File: config.mk
export PLATFORM = sky130hd
export DESIGN_NAME = instruction_collector
export DESIGN_NICKNAME = d
export VERILOG_FILES = /design/src/rtl/v30mz_pkg.sv /design/src/rtl/opcode_classifier.sv /design/src/rtl/instruction_collector.sv
export SDC_FILE = /design/constraint.sdc
export NUM_CORES = 1
export LEC_CHECK = 0
export CAP_MARGIN = 20
export CORE_ASPECT_RATIO = 0.5
export CORE_UTILIZATION = 35
export CTS_CLUSTER_SIZE = 12
export DETAILED_ROUTE_END_ITERATION = 16
export HOLD_SLACK_MARGIN = 0.1
export SYNTH_ARGS = -nofsm -noshare
export SYNTH_HDL_FRONTEND = slang
export SYNTH_HIERARCHICAL = 1
export SYNTH_SLANG_ARGS = --single-unit
File: constraint.sdc
create_clock -name clk -period 3.9 [get_ports clk]
set_input_delay 0.78 -clock clk [delete_from_list [all_inputs] [get_ports clk]]
set_output_delay 0.78 -clock clk [all_outputs]
set_load 0.01 [all_outputs]
File: src/rtl/v30mz_pkg.sv
// rtl/v30mz_pkg.sv - shared constants, FSM states and field bundle for the instruction collector
// Contents: prefix byte values, segment register indices, REP encodings,
//           collector FSM state enum, instr_fields_t output bundle,
//           disp_size_of() helper that sizes the displacement from a ModRM byte.
package v30mz_pkg;

  localparam logic [7:0] PFX_SEG_DS1 = 8'h26;
  localparam logic [7:0] PFX_SEG_PS  = 8'h2E;
  localparam logic [7:0] PFX_SEG_SS  = 8'h36;
  localparam logic [7:0] PFX_SEG_DS0 = 8'h3E;
  localparam logic [7:0] PFX_LOCK    = 8'hF0;
  localparam logic [7:0] PFX_REPNE   = 8'hF2;
  localparam logic [7:0] PFX_REP     = 8'hF3;

  localparam logic [1:0] SEG_PS  = 2'd0;
  localparam logic [1:0] SEG_SS  = 2'd1;
  localparam logic [1:0] SEG_DS0 = 2'd2;
  localparam logic [1:0] SEG_DS1 = 2'd3;

  localparam logic [1:0] REP_NONE = 2'd0;
  localparam logic [1:0] REP_NE   = 2'd2;
  localparam logic [1:0] REP_E    = 2'd3;

  typedef enum logic [2:0] {
    ST_OPCODE,
    ST_MODRM,
    ST_DISP,
    ST_IMM,
    ST_DONE
  } collect_state_t;

  typedef struct packed {
    logic [7:0]  opcode;
    logic        has_modrm;
    logic [7:0]  modrm;
    logic [15:0] disp;
    logic [1:0]  disp_size;
    logic [31:0] imm;
    logic [2:0]  imm_size;
    logic        seg_override_valid;
    logic [1:0]  seg_override;
    logic [1:0]  rep_prefix;
    logic        lock_prefix;
  } instr_fields_t;

  // mod=11 is a register operand; mod=00/rm=110 is the direct 16-bit address form.
  function automatic logic [1:0] disp_size_of(input logic [7:0] modrm);
    case (modrm[7:6])
      2'b01:   return 2'd1;
      2'b10:   return 2'd2;
      2'b00:   return (modrm[2:0] == 3'b110) ? 2'd2 : 2'd0;
      default: return 2'd0;
    endcase
  endfunction

endpackage

File: src/rtl/opcode_classifier.sv
// rtl/opcode_classifier.sv - combinational opcode table: prefix flag, ModRM need, immediate size
// Ports:
//   opcode      in  8  byte being classified
//   modrm_reg   in  3  ModRM reg field (only meaningful when modrm_valid)
//   modrm_valid in  1  modrm_reg is a real ModRM reg field
//   is_prefix   out 1  byte is a segment/LOCK/REP prefix
//   need_modrm  out 1  opcode is followed by a ModRM byte
//   imm_size    out 3  immediate bytes following ModRM/displacement (0..4)
module opcode_classifier
  import v30mz_pkg::*;
(
  input  logic [7:0] opcode,
  input  logic [2:0] modrm_reg,
  input  logic       modrm_valid,
  output logic       is_prefix,
  output logic       need_modrm,
  output logic [2:0] imm_size
);

  // Anything not listed (including undefined opcodes) is a 1-byte instruction.
  always_comb begin
    is_prefix  = 1'b0;
    need_modrm = 1'b0;
    imm_size   = 3'd0;
    casez (opcode)
      8'b00???0??: need_modrm = 1'b1;                      // ALU r/m forms
      8'b00???100: imm_size = 3'd1;                        // ALU AL,imm8
      8'b00???101: imm_size = 3'd2;                        // ALU AW,imm16
      8'b001??110: is_prefix = 1'b1;                       // 26/2E/36/3E
      8'h62:       need_modrm = 1'b1;                      // BOUND
      8'h68:       imm_size = 3'd2;
      8'h69:       begin need_modrm = 1'b1; imm_size = 3'd2; end
      8'h6A:       imm_size = 3'd1;
      8'h6B:       begin need_modrm = 1'b1; imm_size = 3'd1; end
      8'b0111????: imm_size = 3'd1;                        // Jcc rel8
      8'h80, 8'h82, 8'h83: begin need_modrm = 1'b1; imm_size = 3'd1; end
      8'h81:       begin need_modrm = 1'b1; imm_size = 3'd2; end
      8'b100001??: need_modrm = 1'b1;                      // TEST/XCHG r/m
      8'b10001???: need_modrm = 1'b1;                      // MOV/LEA/POP r/m
      8'h9A:       imm_size = 3'd4;                        // CALL far
      8'b101000??: imm_size = 3'd2;                        // MOV acc,moffs
      8'hA8:       imm_size = 3'd1;
      8'hA9:       imm_size = 3'd2;
      8'b10110???: imm_size = 3'd1;                        // MOV r8,imm8
      8'b10111???: imm_size = 3'd2;                        // MOV r16,imm16
      8'hC0, 8'hC1: begin need_modrm = 1'b1; imm_size = 3'd1; end
      8'hC2, 8'hCA: imm_size = 3'd2;                       // RET imm16
      8'hC4, 8'hC5: need_modrm = 1'b1;
      8'hC6:       begin need_modrm = 1'b1; imm_size = 3'd1; end
      8'hC7:       begin need_modrm = 1'b1; imm_size = 3'd2; end
      8'hC8:       imm_size = 3'd3;                        // ENTER imm16,imm8
      8'hCD:       imm_size = 3'd1;
      8'b110100??: need_modrm = 1'b1;                      // shifts
      8'hD4, 8'hD5: imm_size = 3'd1;
      8'b11011???: need_modrm = 1'b1;                      // coprocessor escape
      8'b11100???: imm_size = 3'd1;                        // LOOP/JCXZ/IN/OUT imm8
      8'hE8, 8'hE9: imm_size = 3'd2;
      8'hEA:       imm_size = 3'd4;                        // JMP far
      8'hEB:       imm_size = 3'd1;
      PFX_LOCK, PFX_REPNE, PFX_REP: is_prefix = 1'b1;
      // Group 3: only TEST (reg=000) carries an immediate.
      8'hF6: begin
        need_modrm = 1'b1;
        imm_size   = (modrm_valid && modrm_reg == 3'b000) ? 3'd1 : 3'd0;
      end
      8'hF7: begin
        need_modrm = 1'b1;
        imm_size   = (modrm_valid && modrm_reg == 3'b000) ? 3'd2 : 3'd0;
      end
      8'hFE, 8'hFF: need_modrm = 1'b1;
      default: ;
    endcase
  end

endmodule

File: src/rtl/instruction_collector.sv
// rtl/instruction_collector.sv - pops prefetch bytes and assembles one field-split instruction
// Ports:
//   clk, reset          clock, synchronous active-high reset
//   prefetch_data/queue_empty/queue_pop   byte stream from the prefetch queue head
//   flush               discard any partial or pending instruction
//   instr_valid/instr_ready               handshake to the execution unit
//   opcode, has_modrm, modrm, disp, disp_size, imm, imm_size   instruction fields
//   seg_override_valid, seg_override, rep_prefix, lock_prefix prefix state
//   instr_length        bytes consumed including prefixes, saturating
module instruction_collector
  import v30mz_pkg::*;
#(
  parameter int LENGTH_WIDTH = 4
) (
  input  logic                    clk,
  input  logic                    reset,
  input  logic [7:0]              prefetch_data,
  input  logic                    queue_empty,
  output logic                    queue_pop,
  input  logic                    flush,
  input  logic                    instr_ready,
  output logic                    instr_valid,
  output logic [7:0]              opcode,
  output logic                    has_modrm,
  output logic [7:0]              modrm,
  output logic [15:0]             disp,
  output logic [1:0]              disp_size,
  output logic [31:0]             imm,
  output logic [2:0]              imm_size,
  output logic                    seg_override_valid,
  output logic [1:0]              seg_override,
  output logic [1:0]              rep_prefix,
  output logic                    lock_prefix,
  output logic [LENGTH_WIDTH-1:0] instr_length
);

  collect_state_t          state, state_next;
  instr_fields_t           fields;
  logic [LENGTH_WIDTH-1:0] length;
  logic [1:0]              byte_cnt;

  logic       cls_is_prefix;
  logic       cls_need_modrm;
  logic [2:0] cls_imm_size;
  logic [7:0] cls_opcode;
  logic [1:0] modrm_disp_size;
  logic       disp_last;
  logic       imm_last;
  logic       clear;

  // In OPCODE the head byte itself is classified; in MODRM the latched opcode
  // is re-classified with the incoming reg field so group 3 gets its immediate.
  assign cls_opcode      = (state == ST_OPCODE) ? prefetch_data : fields.opcode;
  assign modrm_disp_size = disp_size_of(prefetch_data);
  assign disp_last       = (byte_cnt == fields.disp_size - 2'd1);
  assign imm_last        = ({1'b0, byte_cnt} == fields.imm_size - 3'd1);
  assign clear           = reset || flush || (state == ST_DONE && instr_ready);

  opcode_classifier u_classifier (
    .opcode      (cls_opcode),
    .modrm_reg   (prefetch_data[5:3]),
    .modrm_valid (state == ST_MODRM),
    .is_prefix   (cls_is_prefix),
    .need_modrm  (cls_need_modrm),
    .imm_size    (cls_imm_size)
  );

  always_ff @(posedge clk) begin
    if (reset) begin
      state <= ST_OPCODE;
    end else begin
      state <= state_next;
    end
  end

  always_comb begin
    state_next  = state;
    instr_valid = 1'b0;
    queue_pop   = (state != ST_DONE) && !queue_empty && !flush && !reset;
    case (state)
      ST_OPCODE: begin
        if (queue_pop && !cls_is_prefix) begin
          if (cls_need_modrm)          state_next = ST_MODRM;
          else if (cls_imm_size != 0)  state_next = ST_IMM;
          else                         state_next = ST_DONE;
        end
      end
      ST_MODRM: begin
        if (queue_pop) begin
          if (modrm_disp_size != 0)    state_next = ST_DISP;
          else if (cls_imm_size != 0)  state_next = ST_IMM;
          else                         state_next = ST_DONE;
        end
      end
      ST_DISP: begin
        if (queue_pop && disp_last) begin
          state_next = (fields.imm_size != 0) ? ST_IMM : ST_DONE;
        end
      end
      ST_IMM: begin
        if (queue_pop && imm_last) state_next = ST_DONE;
      end
      ST_DONE: begin
        instr_valid = 1'b1;
        if (instr_ready) state_next = ST_OPCODE;
      end
      default: state_next = ST_OPCODE;
    endcase
    if (flush) state_next = ST_OPCODE;
  end

  always_ff @(posedge clk) begin
    if (clear) begin
      fields   <= '0;
      length   <= '0;
      byte_cnt <= 2'd0;
    end else if (queue_pop) begin
      if (length != '1) length <= length + LENGTH_WIDTH'(1);
      case (state)
        ST_OPCODE: begin
          if (cls_is_prefix) begin
            case (prefetch_data)
              PFX_SEG_PS:  begin fields.seg_override_valid <= 1'b1; fields.seg_override <= SEG_PS;  end
              PFX_SEG_SS:  begin fields.seg_override_valid <= 1'b1; fields.seg_override <= SEG_SS;  end
              PFX_SEG_DS0: begin fields.seg_override_valid <= 1'b1; fields.seg_override <= SEG_DS0; end
              PFX_SEG_DS1: begin fields.seg_override_valid <= 1'b1; fields.seg_override <= SEG_DS1; end
              PFX_LOCK:    fields.lock_prefix <= 1'b1;
              PFX_REPNE:   fields.rep_prefix  <= REP_NE;
              PFX_REP:     fields.rep_prefix  <= REP_E;
              default: ;
            endcase
          end else begin
            fields.opcode    <= prefetch_data;
            fields.has_modrm <= cls_need_modrm;
            fields.imm_size  <= cls_imm_size;
          end
          byte_cnt <= 2'd0;
        end
        ST_MODRM: begin
          fields.modrm     <= prefetch_data;
          fields.disp_size <= modrm_disp_size;
          fields.imm_size  <= cls_imm_size;
          byte_cnt         <= 2'd0;
        end
        ST_DISP: begin
          // The low byte is written sign-extended so a 1-byte displacement is complete.
          if (byte_cnt == 2'd0) fields.disp <= {{8{prefetch_data[7]}}, prefetch_data};
          else                  fields.disp[15:8] <= prefetch_data;
          byte_cnt <= disp_last ? 2'd0 : byte_cnt + 2'd1;
        end
        ST_IMM: begin
          fields.imm[{byte_cnt, 3'b000} +: 8] <= prefetch_data;
          byte_cnt <= imm_last ? 2'd0 : byte_cnt + 2'd1;
        end
        default: ;
      endcase
    end
  end

  assign opcode             = fields.opcode;
  assign has_modrm          = fields.has_modrm;
  assign modrm              = fields.modrm;
  assign disp               = fields.disp;
  assign disp_size          = fields.disp_size;
  assign imm                = fields.imm;
  assign imm_size           = fields.imm_size;
  assign seg_override_valid = fields.seg_override_valid;
  assign seg_override       = fields.seg_override;
  assign rep_prefix         = fields.rep_prefix;
  assign lock_prefix        = fields.lock_prefix;
  assign instr_length       = length;

endmodule

==> results of run 1 <==
[power groups by stage]
stage | Combinational (mW) | Sequential [mW] | Clock (mW)
6_report | 0.655 | 0.888 | 0.907
5_1_grt | 0.708 | 0.889 | 0.965
4_1_cts | 0.646 | 0.888 | 0.927
3_5_place_dp | 0.643 | 0.908 | 0
3_3_place_gp | 0.648 | 0.908 | 0
2_1_floorplan | 0.480 | 0.911 | 0
[area by class of cell]
type	count	area, um^2
inverter	11	41.29
clock buffer	10	239.0
multi-input combinational	415	2480
fill	1195	6225
tap	165	206.4
clock inverter	6	75.07
timing repair buffer	116	1119
sequential	85	1702
[metrics by stage]
| stage | cells | total power [mW] | instance area, um^2 |
|---|---|---|---|
| finish | 808 | 2.450 | 5862 |
| global route | 808 | 2.562 | 5862 |
| detailed placement | 792 | 1.551 | 5548 |
| global placement | 792 | 1.556 | 5548 |
| floorplan | 556 | 1.390 | 4451 |
| CTS | 808 | 2.462 | 5862 |
[cell usage after synthesis, drive strengths merged (3+ instances only)]
master | number | area [um^2]
nand2 | 100 | 375.4
a311oi | 7 | 61.31
a21oi | 51 | 259.0
clkbuf | 25 | 95.09
nand3 | 47 | 240.2
o211ai | 3 | 22.52
xnor2 | 4 | 35.03
o221ai | 3 | 26.28
nor2b | 3 | 18.77
nand4 | 8 | 65.06
ha | 8 | 100.1
a211oi | 4 | 35.03
nor3 | 19 | 127.6
nor2 | 40 | 157.6
nor3b | 5 | 47.54
nor4 | 5 | 46.29
inv | 10 | 37.54
nand4bb | 3 | 33.78
dfxtp | 85 | 1702
nand3b | 6 | 45.04
or3 | 5 | 31.28
mux2i | 17 | 170.2
nor4b | 5 | 50.04
and2b | 3 | 25.02
and4 | 5 | 48.80
xor2 | 6 | 52.55
buf | 20 | 140.1
nand2b | 9 | 58.81
o21ai | 21 | 105.1
[worst max-delay path: cells and delay by family (launching register included)]
kind	cells	cell delay [ns]
simple gates	6	1.98
compound gates	4	0.77
flops	1	0.34
xor+xnor	1	0.26
[per-layer routing]
metal  share of wire, %  wire length [um]
met1                 49              6576
met2                 44              5916
met3                5.4               721
met4                1.3               178
met5                  0                 0
[logic make-up (layout without fill, tap and decap cells)]
family | Yosys count | in the layout | share of synthesized area, %
buf+inv | 56 | 143 | 6.213
mux | 17 | 17 | 3.823
fa+ha+maj | 8 | 8 | 2.249
flops | 85 | 85 | 38.23
compound gates | 105 | 105 | 14.37
xor+xnor | 10 | 10 | 1.968
simple gates | 275 | 275 | 33.15
[final timing paths]
| kind | from | endpoint | slack, ns |
|---|---|---|---|
| max | state[1] | state[2] | 0.45 |
| min | imm[23] | imm[23] | 0.45 |
| max reg2reg | state[1] | state[2] | 0.45 |
| min reg2reg | imm[23] | imm[23] | 0.45 |
==> summary.md, run 1 <==
| Metric | Value |
|---|---|
| Status | `complete, no violations` |
| Via-to-Cell Ratio | `5.231` |
| Number of antenna violations at the first check in global routing | `0` |
| Min-Delay Path Depth | `2` |
| Worst setup EP type | `register` |
| Power density over cell area | `between 400 and 500 nW/um^2` |
| Pin count of the biggest net entering global routing | `50` |
| Post-synthesis instance area | `4451 um^2` |
| Total Neg Setup Slack | `0 ns` |
| Rows | `28` |
| WL/cell | `16.58 um` |
| Insertion delay to the later sink of the worst-skew pair | `0.35 ns` |
| Placed wire-length estimate after detailed placement | `between 9000 and 10000 um` |
| Met3 Usage GRT | `4.343%` |
| Setup repair after global routing missed its margin | `no` |
| Worst-Margin Slew | `about 0.85 ns` |
| Via count of the first global-routing pass | `3821` |
| Sequential share of the synthesized area | `38.23%` |
| Port buffer count | `94` |
| Clock-pin slew on the worst setup and hold paths | `about 0.070 ns` |
| N_diodes | `0` |
| Final count of pins violating max slew | `0` |
| Area of the die | `between 10000 and 15000 um^2` |
| Worst slew margin | `around 43%` |
| Number of clock sinks | `85` |
| Clock root buffer master | `sky130_fd_sc_hd__clkbuf_16` |
| Period minus WS final | `~3.4 ns` |
| Overall via count from detail_route | `4227` |
| Regs by FF count | `imm x32, disp x16` |
| First-pass iteration count of the detailed router | `4` |
| # setup viols final | `0` |
| Peak Freq | `0.2902 GHz` |
| Synthesis Warnings | `6` |
| Commonest cells after routing, fill and taps aside | `100 x sky130_fd_sc_hd__nand2_1, 94 x sky130_fd_sc_hd__clkdlybuf4s50_1, 85 x sky130_fd_sc_hd__dfxtp_1` |
| Setup fix buffers added after clock tree synthesis | `0` |
| Number of failing hold endpoints at the final stage | `0` |
| Fraction of final layout cells sized beyond drive strength 1 | `9.642%` |
| Mean Syn Cell Area | `8.005 um^2` |
| Critical-path maximum fanout | `13` |
| Pre-CTS setup slack | `0.3345 ns` |
| CP max stage cell | `sky130_fd_sc_hd__or3_1` |
| Number of design-rule violations left by the first detailed-router iteration | `234` |
| Wire length reported by the detailed router | `between 10000 and 15000 um` |
| Most used routing layer | `met2` |
| Net count after synthesis | `577` |
| Post-CTS Hold Fix Bufs | `0` |
| Count of flip-flops with a built-in enable after synthesis | `0` |
| Deepest clock path buffer count | `2` |
| Cell internal pwr | `1.642 mW` |
| CTS Buf Count | `9` |
| Antenna violation net count after detailed routing | `0` |
| NetSw | `0.8080 mW` |
| GP Congestion | `0.8578` |
| Die height | `81.74 um` |
| Initial standard-cell utilization of the core | `36.82%` |
| Required time worst endpoint | `approximately 4.2 ns` |
| Wire length of the first global-routing pass | `~21000 um` |
| Met1 Usage GRT | `29.10%` |
| Ordered cell list for the critical path | `or3_1 -> nand2_1 -> nand2_1 -> xor2_1 -> a41o_1 -> a211oi_2 -> nand4_1 -> or3_1 -> nor4b_1 -> o221ai_1 -> o21ai_0` |
| Clk network pwr share | `37.0%` |
| GRT overflow | `0` |
| Synth Flop Type | `sky130_fd_sc_hd__dfxtp_1` |
| Worst setup SP type | `register` |
| Area of the core | `12090 um^2` |
| Crit path arrival time | `3.71 ns` |
| Static leakage | `1.892 nW` |
| Finished Core Util | `48.50%` |
| GRT Overall Usage | `20.59%` |
| Worst-case hold slack | `around 0.45 ns` |
| Post-CTS sizing | `0` |
| Max-cap viol count | `0` |
| Clock tree from TritonCTS | `done` |
| Worst reg-to-reg path cell count | `11` |
| Maximum ir drop on the vdd rail | `around 0.24 mV` |
| H-tree depth reported by CTS | `3` |
| Area added between synthesis and finish | `31.71%` |
| Most common library cell in the layout ignoring fill and taps | `sky130_fd_sc_hd__nand2_1` |
| Flop and latch count out of synthesis | `85` |
| Post-layout net count | `659` |
| Worst Slack Setup Final | `0.4543 ns` |
| Sequential share of power | `~36%` |
| Worst hold path type | `register to register` |
| Number of standard cells after synthesis | `556` |
| Register bank with the most flops | `imm` |
| Logic pwr share | `26.7%` |
| Width of the chip | `161.5 um` |
| Setup CP Type | `register to register` |
| Post-synthesis async set-or-reset flop share | `0%` |
| Portion of the clock cycle consumed by the worst path in the final layout | `slightly below 90%` |
| Number of distinct standard cells referenced by the synthesized netlist | `71` |
| Number of design rule violations left after detail routing | `0` |
| Layout Skew | `0.01043 ns` |
| Delay of the slowest critical-path stage | `roughly 0.60 ns` |
| I/O Pins | `95` |
| Flip-flop count of the largest register, all copies and words added | `32` |
| Fraction of power spent switching nets | `32.98%` |
| Global Route met2 Usage | `31.34%` |
(Power assumes the default switching activity.)
==> inputs of run 2 (changes only) <==
--- a/config.mk
+++ b/config.mk
@@ -8,6 +8,7 @@
 export CAP_MARGIN = 20
 export CORE_ASPECT_RATIO = 0.5
 export CORE_UTILIZATION = 35
+export CTS_CLUSTER_DIAMETER = 200
 export CTS_CLUSTER_SIZE = 12
 export DETAILED_ROUTE_END_ITERATION = 16
 export HOLD_SLACK_MARGIN = 0.1
==> results of run 2 <==
The final DEF is identical to that of run 1; final timing and power are the same.
==> inputs of run 3 (changes only) <==
--- a/config.mk
+++ b/config.mk
@@ -11,8 +11,8 @@
 export CTS_CLUSTER_DIAMETER = 200
 export CTS_CLUSTER_SIZE = 12
 export DETAILED_ROUTE_END_ITERATION = 16
+export GPL_ROUTABILITY_DRIVEN = 1
 export HOLD_SLACK_MARGIN = 0.1
 export SYNTH_ARGS = -nofsm -noshare
 export SYNTH_HDL_FRONTEND = slang
-export SYNTH_HIERARCHICAL = 1
 export SYNTH_SLANG_ARGS = --single-unit
==> run 3 against run 2 <==
Flip-flop and latch count unchanged. Clock skew increased by 0.0057 ns. Critical path type is now input pin to primary output. Final cell count increased by 10%. Sequential power decreased by 0.9%. Critical endpoint is now queue_pop.
==> summary.md, run 3 <==
| Metric | Value |
|---|---|
| Area of the core | `12990 um^2 (+7.5%)` |
| Cell internal pwr | `1.412 mW (-14%)` |
| Clk network pwr share | `43.8% (+6.8 points)` |
| Placed wire-length estimate after detailed placement | `11530 um (+27%)` |
| Antenna violation net count after detailed routing | `0 (unchanged)` |
| Reg-to-reg slack, setup | `0.87 ns (+0.42 ns)` |
| Setup CP Type | `input pin to primary output` |
| Required time worst endpoint | `3.12 ns (-1.05 ns)` |
| Cell type with the largest total area after synthesis | `sky130_fd_sc_hd__dfxtp_1` |
| Logic pwr share | `11.6% (-15 points)` |
| Area of combinational cells with multiple inputs | `2805 um^2 (+13%)` |
| Register bank with the most flops | `imm` |
| I/O Pins | `95 (unchanged)` |
| N_diodes | `0 (unchanged)` |
| Worst setup SP type | `input pin` |
| Post-CTS sizing | `0 (unchanged)` |
| Final count of pins violating max slew | `0 (unchanged)` |
| Period minus WS final | `3.225 ns (-0.2202 ns)` |
| Worst Slack Setup Final | `0.6745 ns (+0.2202 ns)` |
| Max-cap viol count | `0 (unchanged)` |
| Clock root buffer master | `sky130_fd_sc_hd__clkbuf_16` |
| Commonest cells after routing, fill and taps aside | `94 x sky130_fd_sc_hd__clkdlybuf4s50_1, 87 x sky130_fd_sc_hd__nand2_1, 85 x sky130_fd_sc_hd__dfxtp_1` |
| Number of failing hold endpoints at the final stage | `0 (unchanged)` |
| Post-synthesis instance area | `4778 um^2 (+7.4%)` |
| Portion of the clock cycle consumed by the worst path in the final layout | `82.70% (-5.6 points)` |
| Synthesis Warnings | `0 (-6)` |
| Number of fillers in the final layout | `1286 (+7.6%)` |
| H-tree depth reported by CTS | `3 (unchanged)` |
| Insertion delay to the later sink of the worst-skew pair | `0.35 ns (about the same)` |
| Flip-flop count of the largest register, all copies and words added | `32 (unchanged)` |
| Static leakage | `2.082 nW (+10%)` |
| Number of antenna violations at the first check in global routing | `0 (unchanged)` |
| Maximum ir drop on the vdd rail | `0.2186 mV (-8.9%)` |
| Finished Core Util | `48.20% (-0.30 points)` |
| Number of clock sinks | `85 (unchanged)` |
| Post-synthesis async set-or-reset flop share | `0% (unchanged)` |
| Number of design rule violations left after detail routing | `0 (unchanged)` |
| Ranking of synthesized cells by instance count | `88 x sky130_fd_sc_hd__nand2_1, 85 x sky130_fd_sc_hd__dfxtp_1, 65 x sky130_fd_sc_hd__a21oi_1` |
| Peak Freq | `0.3100 GHz (+6.8%)` |
| Overall via count from detail_route | `4939 (+17%)` |
| GP Congestion | `0.9509 (+11%)` |
| CTS Buf Count | `9 (unchanged)` |
| Width of the chip | `167.2 um (+3.6%)` |
| Layout Skew | `0.01615 ns (+0.005716 ns)` |
| Number of distinct standard cells referenced by the synthesized netlist | `63 (-11%)` |
| Deepest clock path buffer count | `2 (unchanged)` |
| Via-to-Cell Ratio | `5.543 (+6.0%)` |
| Sequential share of power | `44.6% (+8.3 points)` |
| Post-CTS Hold Fix Bufs | `0 (unchanged)` |
| GRT overflow | `0 (unchanged)` |
| Regs by FF count | `imm x32, disp x16` |
| Placement-stage cell area | `5963 um^2 (+7.5%)` |
| Crit path arrival time | `2.45 ns (-1.26 ns)` |
| Cell total after placement | `875 (+10%)` |
| Wire length of the first global-routing pass | `25540 um (+22%)` |
| Synth Flop Type | `sky130_fd_sc_hd__dfxtp_1` |
| Post-layout instance area | `6261 um^2 (+6.8%)` |
| WL/cell | `18.19 um (+9.7%)` |
| Critical-path maximum fanout | `4 (-9)` |
| Fraction of final layout cells sized beyond drive strength 1 | `8.460% (-1.2 points)` |
| Fraction of power spent switching nets | `28.40% (-4.6 points)` |
| GRT Overall Usage | `23.11% (+2.5 points)` |
| First-pass iteration count of the detailed router | `4 (unchanged)` |
| Area of all sequential standard cells | `1702 um^2 (unchanged)` |
| Worst-Margin Slew | `0.8234 ns (-0.02181 ns)` |
| Mean Syn Cell Area | `7.549 um^2 (-5.7%)` |
| Rows | `29 (+3.6%)` |
| Port buffer count | `94 (unchanged)` |
| NetSw | `0.5601 mW (-31%)` |
| Number of standard cells after synthesis | `633 (+14%)` |
| Count leader, synth | `sky130_fd_sc_hd__nand2_1` |
| Pin count of the biggest net entering global routing | `45 (-10%)` |
| Initial standard-cell utilization of the core | `36.78% (-0.037 points)` |
| Status | `complete, no violations` |
| Post-layout net count | `737 (+12%)` |
| Die height | `84.62 um (+3.5%)` |
| Via count of the first global-routing pass | `4609 (+21%)` |
| Worst setup EP type | `primary output` |
| Area of the die | `14150 um^2 (+7.2%)` |
| Share of the synthesized area in the top cell type | `35.61% (-2.6 points)` |
| Most common library cell in the layout ignoring fill and taps | `sky130_fd_sc_hd__clkdlybuf4s50_1` |
| Clock-pin slew on the worst setup and hold paths | `0.07 ns (about the same)` |
| Setup fix buffers added after clock tree synthesis | `0 (unchanged)` |
| Net count after synthesis | `654 (+13%)` |
| Area added between synthesis and finish | `31.03%` |
| Largest cells by area after synthesis | `sky130_fd_sc_hd__dfxtp_1 36%, sky130_fd_sc_hd__nand2_1 6.9%, sky130_fd_sc_hd__a21oi_1 6.8%` |
| Number of design-rule violations left by the first detailed-router iteration | `350 (+50%)` |
| Count of flip-flops with a built-in enable after synthesis | `0 (unchanged)` |
| Pre-CTS setup slack | `0.3536 ns (+0.01918 ns)` |
| Sequential share of the synthesized area | `35.61% (-2.6 points)` |
| Flop and latch count out of synthesis | `85 (unchanged)` |
| Clock tree from TritonCTS | `done` |
| # setup viols final | `0 (unchanged)` |
| Setup repair after global routing missed its margin | `no` |
| Non-filler instance count after layout | `891 (+10%)` |
| Worst hold path type | `register to register` |
| Total Neg Setup Slack | `0 ns (unchanged)` |
| Worst slew margin | `44.91% (+1.7 points)` |
| Power density over cell area | `315.0 nW/um^2 (-25%)` |
| Wire length reported by the detailed router | `16210 um (+21%)` |
[run 3: worst max-delay path, stage by stage]
cell	delay [ns]
sky130_fd_sc_hd__clkdlybuf4s50_1	0.47
sky130_fd_sc_hd__or3_1	0.46
sky130_fd_sc_hd__nor2_1	0.16
sky130_fd_sc_hd__clkdlybuf4s50_1	0.57
[run 3: layout make-up]
cell class / count / area share, %
multi-input combinational: 484 / 44.80
sequential: 85 / 27.18
timing repair buffer: 126 / 19.26
clock buffer: 9 / 3.597
tap: 170 / 3.397
clock inverter: 7 / 1.159
inverter: 10 / 0.5995
[run 3: metrics by stage]
step | power (mW) | hold WS [ns]
floorplan | 1.036 | 0.4762
global placement | 1.129 | 0.4402
detailed placement | 1.125 | 0.4462
CTS | 1.991 | 0.4568
global route | 2.043 | 0.4726
finish | 1.972 | 0.4532
[run 3: cell families (layout without fill, tap and decap cells)]
logic type,after synthesis,count (layout),share of synthesized area [%]
DFF,85,85,35.61
buffers and inverters,64,152,5.865
adders and majority gates,8,8,2.095
AOI/OAI and AO/OA,130,130,17.36
xor gates and xnor gates,7,7,1.283
muxes,22,22,4.687
and+or+nand+nor,317,317,33.10
[run 3: routing by layer]
metal | track usage (%) | vias up | wire length (um)
met5 | 0 | - | 0
met4 | 4.754 | 0 | 159
met3 | 4.479 | 19 | 940
met2 | 37.24 | 173 | 7292
met1 | 32.12 | 2328 | 7815
li1 | - | 2419 | -
[run 3: path summary, 6_finish.rpt]
check | cells after the start | endpoint | from
hold reg to reg | 2 | imm[25] | imm[25]
setup / recovery | 4 | queue_pop | queue_empty
hold / removal | 2 | imm[25] | imm[25]
setup reg to reg | 9 | state[1] | state[1]
[run 3: power groups by stage]
stage          combinational (mW)  sequential [mW]  clock, mW
4_1_cts                     0.226            0.879      0.886
6_report                    0.229            0.880      0.864
5_1_grt                     0.245            0.880      0.918
2_1_floorplan               0.142            0.895          0
3_3_place_gp                0.229            0.900          0
3_5_place_dp                0.225            0.900          0
